File: src/rtl/hazard_forward_unit.sv
// EX-stage forwarding control: operand-mux selects from a shadow pipeline of destination info,
// plus load-use stall, wrong-path flush and saturating event counters.
module hazard_forward_unit #(
    parameter int REG_ADDR_W = 5,
    parameter int CNT_W      = 32
) (
    input  logic                  clk,
    input  logic                  rst,
    input  logic                  id_valid,
    input  logic [REG_ADDR_W-1:0] id_rs1,
    input  logic [REG_ADDR_W-1:0] id_rs2,
    input  logic                  id_use_rs1,
    input  logic                  id_use_rs2,
    input  logic [REG_ADDR_W-1:0] id_rd,
    input  logic                  id_reg_write,
    input  logic                  id_mem_read,
    input  logic                  branch_mispredict,
    output logic [1:0]            fwd_sel_a,
    output logic [1:0]            fwd_sel_b,
    output logic                  stall,
    output logic                  flush_id,
    output logic [CNT_W-1:0]      stall_cnt,
    output logic [CNT_W-1:0]      flush_cnt
);

    localparam logic [1:0] SEL_RF  = 2'b00;
    localparam logic [1:0] SEL_WB  = 2'b01;
    localparam logic [1:0] SEL_MEM = 2'b10;

    logic                  ex_vld, ex_we, ex_ld, ex_use1, ex_use2;
    logic [REG_ADDR_W-1:0] ex_rd, ex_rs1, ex_rs2;
    logic                  mem_vld, mem_we, mem_ld;
    logic [REG_ADDR_W-1:0] mem_rd;
    logic                  wb_vld, wb_we;
    logic [REG_ADDR_W-1:0] wb_rd;

    logic hz;
    logic bubble;

    function automatic logic [CNT_W-1:0] sat_inc(input logic [CNT_W-1:0] c, input logic ev);
        if (!ev || c == '1)
            return c;
        return c + CNT_W'(1);
    endfunction

    // Youngest producer wins; a load in EX/MEM cannot supply an ALU result yet.
    function automatic logic [1:0] fwd_select(
        input logic [REG_ADDR_W-1:0] rs,
        input logic                  use_rs,
        input logic                  m_vld,
        input logic                  m_we,
        input logic                  m_ld,
        input logic [REG_ADDR_W-1:0] m_rd,
        input logic                  w_vld,
        input logic                  w_we,
        input logic [REG_ADDR_W-1:0] w_rd
    );
        if (use_rs && m_vld && m_we && !m_ld && m_rd != '0 && m_rd == rs)
            return SEL_MEM;
        if (use_rs && w_vld && w_we && w_rd != '0 && w_rd == rs)
            return SEL_WB;
        return SEL_RF;
    endfunction

    assign hz = id_valid && ex_vld && ex_ld && ex_we && (ex_rd != '0) &&
                ((id_use_rs1 && id_rs1 == ex_rd) || (id_use_rs2 && id_rs2 == ex_rd));

    assign stall    = hz && !branch_mispredict;
    assign flush_id = branch_mispredict;
    assign bubble   = stall || branch_mispredict || !id_valid;

    assign fwd_sel_a = fwd_select(ex_rs1, ex_use1, mem_vld, mem_we, mem_ld, mem_rd,
                                  wb_vld, wb_we, wb_rd);
    assign fwd_sel_b = fwd_select(ex_rs2, ex_use2, mem_vld, mem_we, mem_ld, mem_rd,
                                  wb_vld, wb_we, wb_rd);

    // ID -> EX -> MEM -> WB shadow pipeline, control bits
    always_ff @(posedge clk) begin
        if (rst) begin
            ex_vld    <= 1'b0;
            ex_use1   <= 1'b0;
            ex_use2   <= 1'b0;
            mem_vld   <= 1'b0;
            wb_vld    <= 1'b0;
            stall_cnt <= '0;
            flush_cnt <= '0;
        end else begin
            ex_vld    <= !bubble;
            ex_use1   <= !bubble && id_use_rs1;
            ex_use2   <= !bubble && id_use_rs2;
            mem_vld   <= ex_vld;
            wb_vld    <= mem_vld;
            stall_cnt <= sat_inc(stall_cnt, stall);
            flush_cnt <= sat_inc(flush_cnt, flush_id);
        end
    end

    // ID -> EX -> MEM -> WB shadow pipeline, destination/source fields (qualified by *_vld)
    always_ff @(posedge clk) begin
        ex_rd  <= id_rd;
        ex_we  <= id_reg_write;
        ex_ld  <= id_mem_read;
        ex_rs1 <= id_rs1;
        ex_rs2 <= id_rs2;
        mem_rd <= ex_rd;
        mem_we <= ex_we;
        mem_ld <= ex_ld;
        wb_rd  <= mem_rd;
        wb_we  <= mem_we;
    end

endmodule

File: config.mk
export PLATFORM = sky130hd
export DESIGN_NAME = hazard_forward_unit
export DESIGN_NICKNAME = d
export VERILOG_FILES = /design/src/rtl/hazard_forward_unit.sv
export SDC_FILE = /design/constraint.sdc
export NUM_CORES = 1
export LEC_CHECK = 0
export CAP_MARGIN = 20
export CORE_AREA = 5 5 125 91
export DETAILED_ROUTE_END_ITERATION = 12
export DIE_AREA = 0 0 130 96
export PLACE_DENSITY = 0.77
export SETUP_SLACK_MARGIN = 0.2
export SLEW_MARGIN = 20
export SYNTH_ARGS = -nofsm -noshare
export SYNTH_HDL_FRONTEND = slang
export SYNTH_SLANG_ARGS = --single-unit
File: constraint.sdc
create_clock -name clk -period 3.3 [get_ports clk]
set_clock_uncertainty 0.1 [all_clocks]
set_input_delay 0.495 -clock clk [delete_from_list [all_inputs] [get_ports clk]]
set_output_delay 0.495 -clock clk [all_outputs]
set_load 0.01 [all_outputs]
# ---- Yosys cells after proc, flatten, opt, wreduce, memory -nomap -nowiden
# Cells that the tools add are included.
dict set report op_classes {
  add_sub_neg 2
  mul 0
  n_div 0
  order_cmp 0
  n_eq_ne 10
  n_shift 0
  n_mux 20
  bitwise_logic 0
  n_reduce_logical 41
}
# cell count
set ops {}
lappend ops {{adder 32 x 1 -> 32 bit, second input constant} 2}
lappend ops {{equality test 32 bit, second input constant} 2}
lappend ops {{two-way mux 32 bit} 2}
lappend ops {{equality test 5 bit} 6}
lappend ops {{logical AND 1 bit} 28}
lappend ops {{two-way mux 2 bit} 8}
lappend ops {{nonzero test 5 bit} 3}
lappend ops {{two-way mux 1 bit} 10}
lappend ops {{zero test 1 bit} 5}
lappend ops {{logical OR 1 bit} 5}
lappend ops {{inequality test 2 bit, second input constant} 2}
dict set report totals {
  register_bits 99
  latch_bits 0
  ramBits 0
  rom_bits 0
  inputBits 23
  output_inout_bits 70
  elab_cells 90
  memories 0
}

# ---- Logic depth before layout (Yosys ltp)
# Gate-level depths: netlist of run 1.
dict set report depth {
  depth_word 11
  depth_mapped 9
  ltp_nobuf 7
}

# ---- Least setup slack after synthesis of run 1
# OpenSTA, ideal clock, no wires.
dict set report synth_timing {
  path_type {register to output}
  startpoint {register ex_rd[1]}
  endpoint {output port stall}
  t_arrival_ns 1.501
  path_slack_ns 1.204
  stages_incl_launch_ff 7
  n_path_buf 1
  cell_sequence {dfxtp_1 or4_1 o21ai_1 nor2_1 nand2_2 clkbuf_1 inv_1}
}
dict set report synth_via {
  elab_chain_len 5
  elab_cells_between_ends 9
}
# element line
set synth_lines {}
lappend synth_lines {{start: declaration} 31} ;# logic [REG_ADDR_W-1:0] ex_rd, ex_rs1, ex_rs2;
lappend synth_lines {{start signal: assignment} 100} ;# ex_rd <= id_rd;
lappend synth_lines {{equality test 5 bit} 66} ;# ((id_use_rs1 && id_rs1 == ex_rd) || (id_use_rs2 && id_rs2 == ex_rd));
lappend synth_lines {{logical AND 1 bit} 66}
lappend synth_lines {{logical OR 1 bit} 66}
lappend synth_lines {{logical AND 1 bit (*)} 65} ;# assign hz = id_valid && ex_vld && ex_ld && ex_we && (ex_rd != '0) &&
lappend synth_lines {{logical AND 1 bit (*)} 68} ;# assign stall = hz && !branch_mispredict;
lappend synth_lines {{end: declaration} 20} ;# output logic stall,
# Every way passes the cells marked *; elsewhere a longest branch is shown, timed or not.

# ---- Worst setup path in the final report of run 1
dict set report layout_timing {
  startpoint {register mem_rd[1]}
  endpoint {output port fwd_sel_a[0]}
}
dict set report layout_via {
  elab_chain_len 5
  elab_cells_between_ends 6
}
# element line
set layout_lines {}
lappend layout_lines {{start: declaration} 33} ;# logic [REG_ADDR_W-1:0] mem_rd;
lappend layout_lines {{start signal: assignment} 105} ;# mem_rd <= ex_rd;
lappend layout_lines {{nonzero test 5 bit} 58} ;# if (use_rs && m_vld && m_we && !m_ld && m_rd != '0 && m_rd == rs)
lappend layout_lines {{logical AND 1 bit} 58}
lappend layout_lines {{logical AND 1 bit (*)} 58}
lappend layout_lines {{two-way mux 1 bit (*)} 58}
lappend layout_lines {{two-way mux 2 bit (*)} 60} ;# if (use_rs && w_vld && w_we && w_rd != '0 && w_rd == rs)
lappend layout_lines {{end: declaration} 18} ;# output logic [1:0] fwd_sel_a,
# Marks and branches as above.

==> results of run 1 <==
## power breakdown
group          total (uW)  switching [uW]  internal, uW
Combinational         106            47.4          59.0
Clock                1000             479           525
Sequential           1240            24.5          1220
## critical path: cells and delay by family, from the launching register on
family | cells | cell delay (ns)
compound gates | 1 | 0.19
flops | 1 | 0.35
simple gates | 3 | 0.81
buf+inv | 1 | 0.57
## final timing paths
kind | start | to | slack (ns)
worst min register to register | ex_ld$_DFF_P_ | mem_ld$_DFF_P_ | 0.24
worst min-delay path | ex_ld$_DFF_P_ | mem_ld$_DFF_P_ | 0.24
worst max register to register | ex_rd[1]$_DFF_P_ | stall_cnt[28]$_SDFFE_PP0N_ | 0.88
worst max-delay path | mem_rd[1]$_DFF_P_ | fwd_sel_a[0] | 0.46
## flip-flops by register name, summed over array words and instances (netlist names), 5 cells and up
name and count:
ex_rd 5, ex_rs2 5, ex_rs1 5, stall_cnt 32, mem_rd 5, wb_rd 5
flush_cnt 32
## Yosys cell counts (2+ instances only)
| cell | count | area share (%) |
|---|---|---|
| a31o_2 | 2 | 0.40 |
| xnor2_1 | 30 | 6.0 |
| or4_1 | 7 | 1.2 |
| or3_1 | 22 | 3.1 |
| xor2_1 | 26 | 5.2 |
| buf_2 | 6 | 0.68 |
| nor2_1 | 54 | 4.6 |
| nand3_1 | 24 | 2.7 |
| nand3b_1 | 2 | 0.34 |
| buf_4 | 3 | 0.51 |
| nor2b_1 | 12 | 1.7 |
| nor4_1 | 7 | 0.99 |
| o21ai_0 | 24 | 2.7 |
| nand4_2 | 2 | 0.57 |
| and4_1 | 4 | 0.79 |
| and3_2 | 2 | 0.34 |
| mux2i_1 | 3 | 0.68 |
| nand2b_1 | 2 | 0.28 |
| mux2_1 | 8 | 2.0 |
| and3_1 | 5 | 0.71 |
| nand4_1 | 30 | 4.3 |
| clkbuf_1 | 8 | 0.68 |
| nand2_1 | 26 | 2.2 |
| inv_1 | 5 | 0.43 |
| a21oi_1 | 27 | 3.1 |
| nor3b_1 | 3 | 0.51 |
| dfxtp_1 | 99 | 45 |
| nor4_2 | 2 | 0.57 |
| nor3_1 | 16 | 1.8 |
| o31ai_1 | 4 | 0.68 |
| and2_1 | 6 | 0.85 |
| ha_1 | 2 | 0.57 |
## through the flow
| step | total power, uW | util (%) | cell area [sq um] |
|---|---|---|---|
| 2_1_floorplan | 1320 | - | 4410 |
| 3_3_place_gp | 1370 | 53.8 | 5420 |
| 3_5_place_dp | 1380 | 53.8 | 5420 |
| 4_1_cts | 2380 | 56.6 | 5710 |
| 5_1_grt | 2450 | 56.6 | 5710 |
| 6_report | 2350 | 56.6 | 5710 |
## final cells by class
class / instances / area (sq um) / area share, %
inverters: 5 / 18.8 / 0.329
clock buffers: 9 / 225 / 3.94
multi-input cells: 367 / 2300 / 40.3
repair buffers: 96 / 958 / 16.8
clock inverters: 7 / 61.3 / 1.07
well taps: 132 / 165 / 2.89
flip-flops and latches: 99 / 1980 / 34.7
## kinds of logic (layout without fill, tap and decap cells)
family,after synthesis,in the layout,share of synthesized area [%]
XOR/XNOR,56,56,11.1
flip-flops,99,99,44.9
adder cells (fa/ha/maj),2,2,0.567
AND/OR/NAND/NOR,236,236,29.8
buffers and inverters,26,117,2.98
multiplexers,11,11,2.72
AO/OA/AOI/OAI,62,62,7.91
## layer usage
layer | GRT usage, % | routed length [um] | up-vias
li1 | - | - | 1920
met1 | 23.3 | 5080 | 1790
met2 | 28.0 | 5020 | 65
met3 | 4.38 | 443 | 8
met4 | 3.98 | 68 | 0
met5 | 0 | 0 | -
## what timing repair did
item,in CTS,in global routing
endpoints found under the setup margin,0,1
setup buffers,0,0
hold buffers,0,0
gates resized for setup,0,1
==> metrics, run 1 <==
TritonCTS clock tree yes; Total Routed Length 10600 um; crit share post-route 86.0%; PortBufs 92; hold path depth 0; initial DRC count 282; Slew @ Worst Pin 0.689 ns; clock latency on the worst-skew pair 0.33 ns; I/O pins 93; Syn-to-layout area delta 29.4%; hpwl dp 7900 um; number of global-route vias before repair 3615; worst-path cell chain or4_1 > o21ai_1 > nor2_1 > nor3_1 > clkdlybuf4s50_1; sequential area share after synthesis 44.9%; GRT Util Overall 17.3%; crit end category output port; antenna violations before repair 0; Die Span Y 96 um; CTS buffer count 9; Worst Path Required 2.70 ns; Leak 0.00187 uW; Starting Density 43.7%; die width 130 um; Synth Area per Inst 8.97 sq um; Slew Limit Fails 0; asr flop ratio synth 0%; Synth Net Count 517; #FFs+latches synth 99; grt total ovfl 0; layout cells sized above 1 6.86%; most common cell after layout, fill and taps aside dfxtp_1; root buffer cell clkbuf_16; Slowest cell on crit path clkdlybuf4s50_1; fmax 0.352 GHz; Routability Congestion 0.805; outcome completed; Synth Cell Area 0.00441 sq mm; Synth Flop Type dfxtp_1; R2R cell count 7; Hold Fails Final Rpt 0; Yosys cell types 51; Core ar. 0.0101 sq mm; Sink Count 99; router iterations before antenna repair 6; fin crit period 2.84 ns; pin count of the biggest net entering global routing 52; Cells after Synth 492; peak per-stage delay on the critical path 0.57 ns; WHS 0.243 ns; Ys Warns 0; Worst EP arrival 2.24 ns; TNS Setup 0 ns; Nets 603; number of vias per cell 5.29; # Max-Cap Violations 0; final cell count without fillers 715; dpl ws 0.491 ns; H-tree lvl count 3; RSZ-0062 raised after global routing no; Routed wire per std cell 14.8 um; site row count 31; fin worst setup slack 0.460 ns; Routed Antenna Nets 0; antenna cells 0; WS Path Type flip-flop to output port; via count 3783; EDFF count, synth 0; Peak VDD IR 0.000287 V; CP max FO 4; final setup violating endpoints 0; fill cell count 939; Startpoint Class flip-flop; die area 0.0125 sq mm; CTS Buffer Depth 2; commonest cells after routing, fill and taps aside dfxtp_1, clkdlybuf4s50_1, nor2_1, xnor2_1, nand4_1; placed cells 699; clock-pin slew on the worst setup and hold paths 0.07 ns; worst rel slew slack 54.0%; HP Class flip-flop to flip-flop; DRC errors left 0; global-route wire length before repair 17400 um; Power Density 412 mW/mm^2
No activity file was read; power rests on OpenSTA's default activity.
==> run 2, diff against run 1 <==
Settings changed: CORE_AREA 5 5 125 91 to 2 2 122 88, DIE_AREA 0 0 130 96 to 0 0 124 90.
==> run 2 against run 1 <==
  * Worst hold slack better by 0.0083 ns
  * Global-route usage up 2.0 points
  * Die area down 11%
==> metrics, run 2 (synthesis results as in run 1) <==
outcome completed (unchanged); Peak VDD IR 0.000272 V (was 0.000287 V); Routability Congestion 0.822 (was 0.805); Hold Fails Final Rpt 0 (unchanged); pin count of the biggest net entering global routing 55 (was 52); H-tree lvl count 3 (unchanged); final setup violating endpoints 0 (unchanged); fmax 0.343 GHz (was 0.352 GHz); antenna cells 0 (unchanged); PortBufs 92 (unchanged); Core ar. 0.0101 sq mm (unchanged); Post-CTS Setup Bufs 0 (unchanged); initial DRC count 290 (was 282); DRC errors left 0 (unchanged); I/O pins 93 (unchanged); commonest cells after routing, fill and taps aside dfxtp_1, clkdlybuf4s50_1, nor2_1, xnor2_1, nand4_1 (unchanged); CP max FO 4 (unchanged); clock latency on the worst-skew pair 0.34 ns (was 0.33 ns); Starting Density 43.7% (unchanged); Syn-to-layout area delta 29.4% (about the same); Die Span Y 90 um (was 96 um); hpwl dp 7630 um (was 7900 um); router iterations before antenna repair 4 (was 6); CTS Buffer Depth 2 (unchanged); global-route wire length before repair 17500 um (was 17400 um); Total Routed Length 10400 um (was 10600 um); fill cell count 927 (was 939); via count 3856 (was 3783); Startpoint Class flip-flop (unchanged); TritonCTS clock tree yes (unchanged); die area 0.0112 sq mm (was 0.0125 sq mm); biggest regs flush_cnt x32, stall_cnt x32 (unchanged); die width 124 um (was 130 um); most common cell after layout, fill and taps aside dfxtp_1 (unchanged); Worst Path Required 2.70 ns (about the same); Routed wire per std cell 14.6 um (was 14.8 um); worst rel slew slack 40.7% (was 54.0%); # Max-Cap Violations 0 (unchanged); crit end category output port (unchanged); Power Density 411 mW/mm^2 (was 412 mW/mm^2); Slew @ Worst Pin 0.889 ns (was 0.689 ns); Sink Count 99 (unchanged); Worst EP arrival 2.32 ns (was 2.24 ns); WS Path Type flip-flop to output port (unchanged); GRT Util Overall 19.3% (was 17.3%); Nets 603 (unchanged); Routed Antenna Nets 0 (unchanged); Total Power 2350 uW (about the same); TNS Setup 0 ns (unchanged); grt total ovfl 0 (unchanged); root buffer cell clkbuf_16 (unchanged); CTS buffer count 9 (unchanged); clock-pin slew on the worst setup and hold paths 0.07 ns (about the same); RSZ-0062 raised after global routing no (unchanged); # resized after CTS 0 (unchanged); site row count 31 (unchanged); number of vias per cell 5.39 (was 5.29); layout cells sized above 1 6.86% (unchanged); Leak 0.00188 uW (was 0.00187 uW); HP Class flip-flop to flip-flop (unchanged); CTS hold repair buffers 0 (unchanged); antenna violations before repair 0 (unchanged); number of global-route vias before repair 3747 (was 3615); crit share post-route 88.2% (was 86.0%); fin crit period 2.91 ns (was 2.84 ns); Slew Limit Fails 0 (unchanged)
## run 2: cell types whose count changed in the layout (fill, tap and decap cells not counted), sizes merged
cell	previous run	this run
clkinv	0	3
clkinvlp	4	1
## run 2: worst max-delay path, stage by stage, from the launching register on
cell             delay (ns)
dfxtp_1                0.35
or4_1                  0.52
o21ai_0                0.23
nor2_1                 0.10
nor3_1                 0.21
clkdlybuf4s50_1        0.57
## run 2: layout make-up
class	instances	area (sq um)	share of cell area, %
clock buffers	9	225	3.95
multi-input cells	367	2300	40.3
well taps	132	165	2.89
clock inverters	7	58.8	1.03
repair buffers	96	958	16.8
inverters	5	18.8	0.329
flip-flops and latches	99	1980	34.7
## run 2: worst paths after layout
path / from / depth (start not counted) / to / slack [ns]
setup / recovery: mem_rd[1]$_DFF_P_ / 5 / fwd_sel_b[0] / 0.39
hold / removal: ex_we$_DFF_P_ / 0 / mem_we$_DFF_P_ / 0.25
setup reg to reg: ex_rd[1]$_DFF_P_ / 7 / stall_cnt[28]$_SDFFE_PP0N_ / 0.91
hold reg to reg: ex_we$_DFF_P_ / 0 / mem_we$_DFF_P_ / 0.25
## run 2: power breakdown
group | internal, uW | switching (uW) | leakage (uW)
clock | 524 | 474 | 0.000138
combinational | 59.0 | 47.1 | 0.000932
sequential | 1220 | 24.4 | 0.000809
total | 1800 | 545 | 0.00188
## run 2: routing by layer
metal	global-route usage [%]	vias up	wire length, um
li1	-	1923	-
met1	26.7	1853	5070
met2	30.3	65	4870
met3	4.25	15	342
met4	5.34	0	149
met5	0	-	0
## run 2: metrics by stage
| step | std cells | cell area, sq um | hold slack (ns) | utilization [%] | setup WS [ns] |
|---|---|---|---|---|---|
| 4_1_cts | 715 | 5710 | 0.250 | 56.6 | 0.354 |
| 6_report | 715 | 5710 | 0.251 | 56.6 | 0.389 |
| 5_1_grt | 715 | 5710 | 0.265 | 56.6 | 0.256 |
| 3_5_place_dp | 699 | 5420 | 0.240 | 53.8 | 0.476 |
| 2_1_floorplan | 492 | 4410 | 0.224 | - | 1.20 |
| 3_3_place_gp | 699 | 5420 | 0.238 | 53.8 | 0.530 |
==> RTL change, RTL diff (flow settings as in run 1) <==
Register the output `flush_cnt` once more, without a reset; this adds one clock of latency there. The other outputs are not delayed to match.
--- a/src/rtl/hazard_forward_unit.sv
+++ b/src/rtl/hazard_forward_unit.sv
@@ -27,4 +27,6 @@
     localparam logic [1:0] SEL_WB  = 2'b01;
     localparam logic [1:0] SEL_MEM = 2'b10;
+
+    logic [CNT_W-1:0] flush_cnt_s0;
 
     logic                  ex_vld, ex_we, ex_ld, ex_use1, ex_use2;
@@ -84,5 +86,5 @@
             wb_vld    <= 1'b0;
             stall_cnt <= '0;
-            flush_cnt <= '0;
+            flush_cnt_s0 <= '0;
         end else begin
             ex_vld    <= !bubble;
@@ -92,5 +94,5 @@
             wb_vld    <= mem_vld;
             stall_cnt <= sat_inc(stall_cnt, stall);
-            flush_cnt <= sat_inc(flush_cnt, flush_id);
+            flush_cnt_s0 <= sat_inc(flush_cnt_s0, flush_id);
         end
     end
@@ -110,4 +112,8 @@
     end
 
+    always_ff @(posedge clk) begin
+        flush_cnt <= flush_cnt_s0;
+    end
+
 endmodule
 
Formal check against the unedited RTL: not equivalent (a bounded check fails within 4 cycles, from zero or initial values and one cycle with rst high).
==> RTL change against run 1 <==
  * Total power rose by 48%
  * Sequential cell count increased by 32
  * Setup slack worse by 150 ps
  * Area after synthesis increased by 11%
  * Routed wire length grew 7.4%
  * Die area did not move
  * Final area increased by 14%
  * Non-clock buffer count stayed put
  * Critical path type is now input pin to output pin
==> RTL change: results (changes against run 1) <==
* Measured slew at the worst slew-check pin at 670 ps (-19.2 ps)
* Starting DRT DRC Count at 248 (-12%)
* Worst R2R End: flush_cnt_s0[23]
* Worst R2R Start: flush_cnt_s0[4]
* Insertion delay to the later sink of the worst-skew pair at 400 ps (+70 ps)
* Synth Instances at 509 (+3.5%)
* Syn_nets at 534 (+3.3%)
* Register-to-register setup slack at 630 ps (-250 ps)
* Leak at 2.25 nW (+20%)
* Top Registers: flush_cnt: 32 flops, flush_cnt_s0: 32 flops, stall_cnt: 32 flops
* Clk pwr share at 50.1% (+7.4 points)
* CP Max Fanout at 8 (+4)
* Cells taking the most area after synthesis: dfxtp_1 53%, xor2_1 6.2%, a21oi_1 3.5%, xnor2_1 3.4%, or3_1 3.2%
* RD Place Congestion at 0.892 (+11%)
* Dpl ws at 92.8 ps (-398 ps)
* Max VDD drop at 434 µV (+51%)
* Psw at 0.000720 W (+31%)
* TritonRoute pass-1 iters at 4 (-2)
* DR vias at 4015 (+6.1%)
* First-pass GRT wire length at 18900 µm (+8.4%)
* Worst Reg-to-Reg Cells at 6 (-1)
* Hold Slack at 252 ps (+9.32 ps)
* Placed Area at 5940 µm² (+9.6%)
* Seq pwr share at 47.0% (-5.8 points)
* CTS Buf Count at 17 (+8)
* Sequential fraction of the synthesis area at 53.4% (+8.5 points)
* GRT Total Usage at 19.0% (+1.7 points)
* Outcome: finished, final reports clean
* Hold path endpoint: wb_we
* Cell variety after synth at 44 (-14%)
* CP arrival at 2390 ps (+150 ps)
## RTL change: what timing repair did
item                                   CTS  global route
endpoints found under the hold margin    0             0
gates resized for setup                  1             2
hold buffers                             0             0
setup endpoints to repair                1             3
## RTL change: worst max-delay path: stages
cell,delay (ps)
clkdlybuf4s50_1,500
xnor2_1,130
nand4_1,130
o22ai_2,310
nand2_2,180
inv_1,110
clkdlybuf4s50_1,540
## RTL change: routing by layer
layer | track usage (%) | share of wire, % | up-vias | wire length [µm]
met3 | 5.38 | 4.6 | 18 | 529
li1 | - | - | 2016 | -
met5 | 0 | 0 | - | 0
met4 | 7.09 | 1.4 | 0 | 161
met2 | 31.6 | 49 | 96 | 5550
met1 | 23.6 | 45 | 1885 | 5160
## RTL change: cells by family (layout without fill, tap and decap cells)
family                     count (synthesis)  in the layout  synth area share, %
AOI/OAI and AO/OA                         76             76                 8.40
buffers and inverters                     27            138                 2.42
muxes                                      4              4                0.891
adders and majority gates                  2              2                0.509
DFF                                      131            131                 53.4
and+or+nand+nor                          215            215                 24.8
xor gates and xnor gates                  54             54                 9.63
## RTL change: final cells by class
cell class / instances / area (µm²)
clock inverters: 8 / 76.3
well taps: 132 / 165
fillers: 814 / 3570
flip-flops and latches: 131 / 2620
inverters: 10 / 37.5
repair buffers: 96 / 946
clock buffers: 24 / 482
multi-input cells: 351 / 2180
## RTL change: worst max path at each step
| stage | endpoint | start | slack, ps |
|---|---|---|---|
| 2_1_floorplan | stall_cnt[18] | id_rs2[0] | 1210 |
| 3_3_place_gp | stall | id_rs2[0] | 190 |
| 3_5_place_dp | stall | id_rs1[0] | 90 |
| 4_1_cts | stall | id_rs2[0] | 240 |
| 5_1_grt | stall | ex_rd[1] | 200 |
| 6_report | stall | id_rs2[0] | 310 |
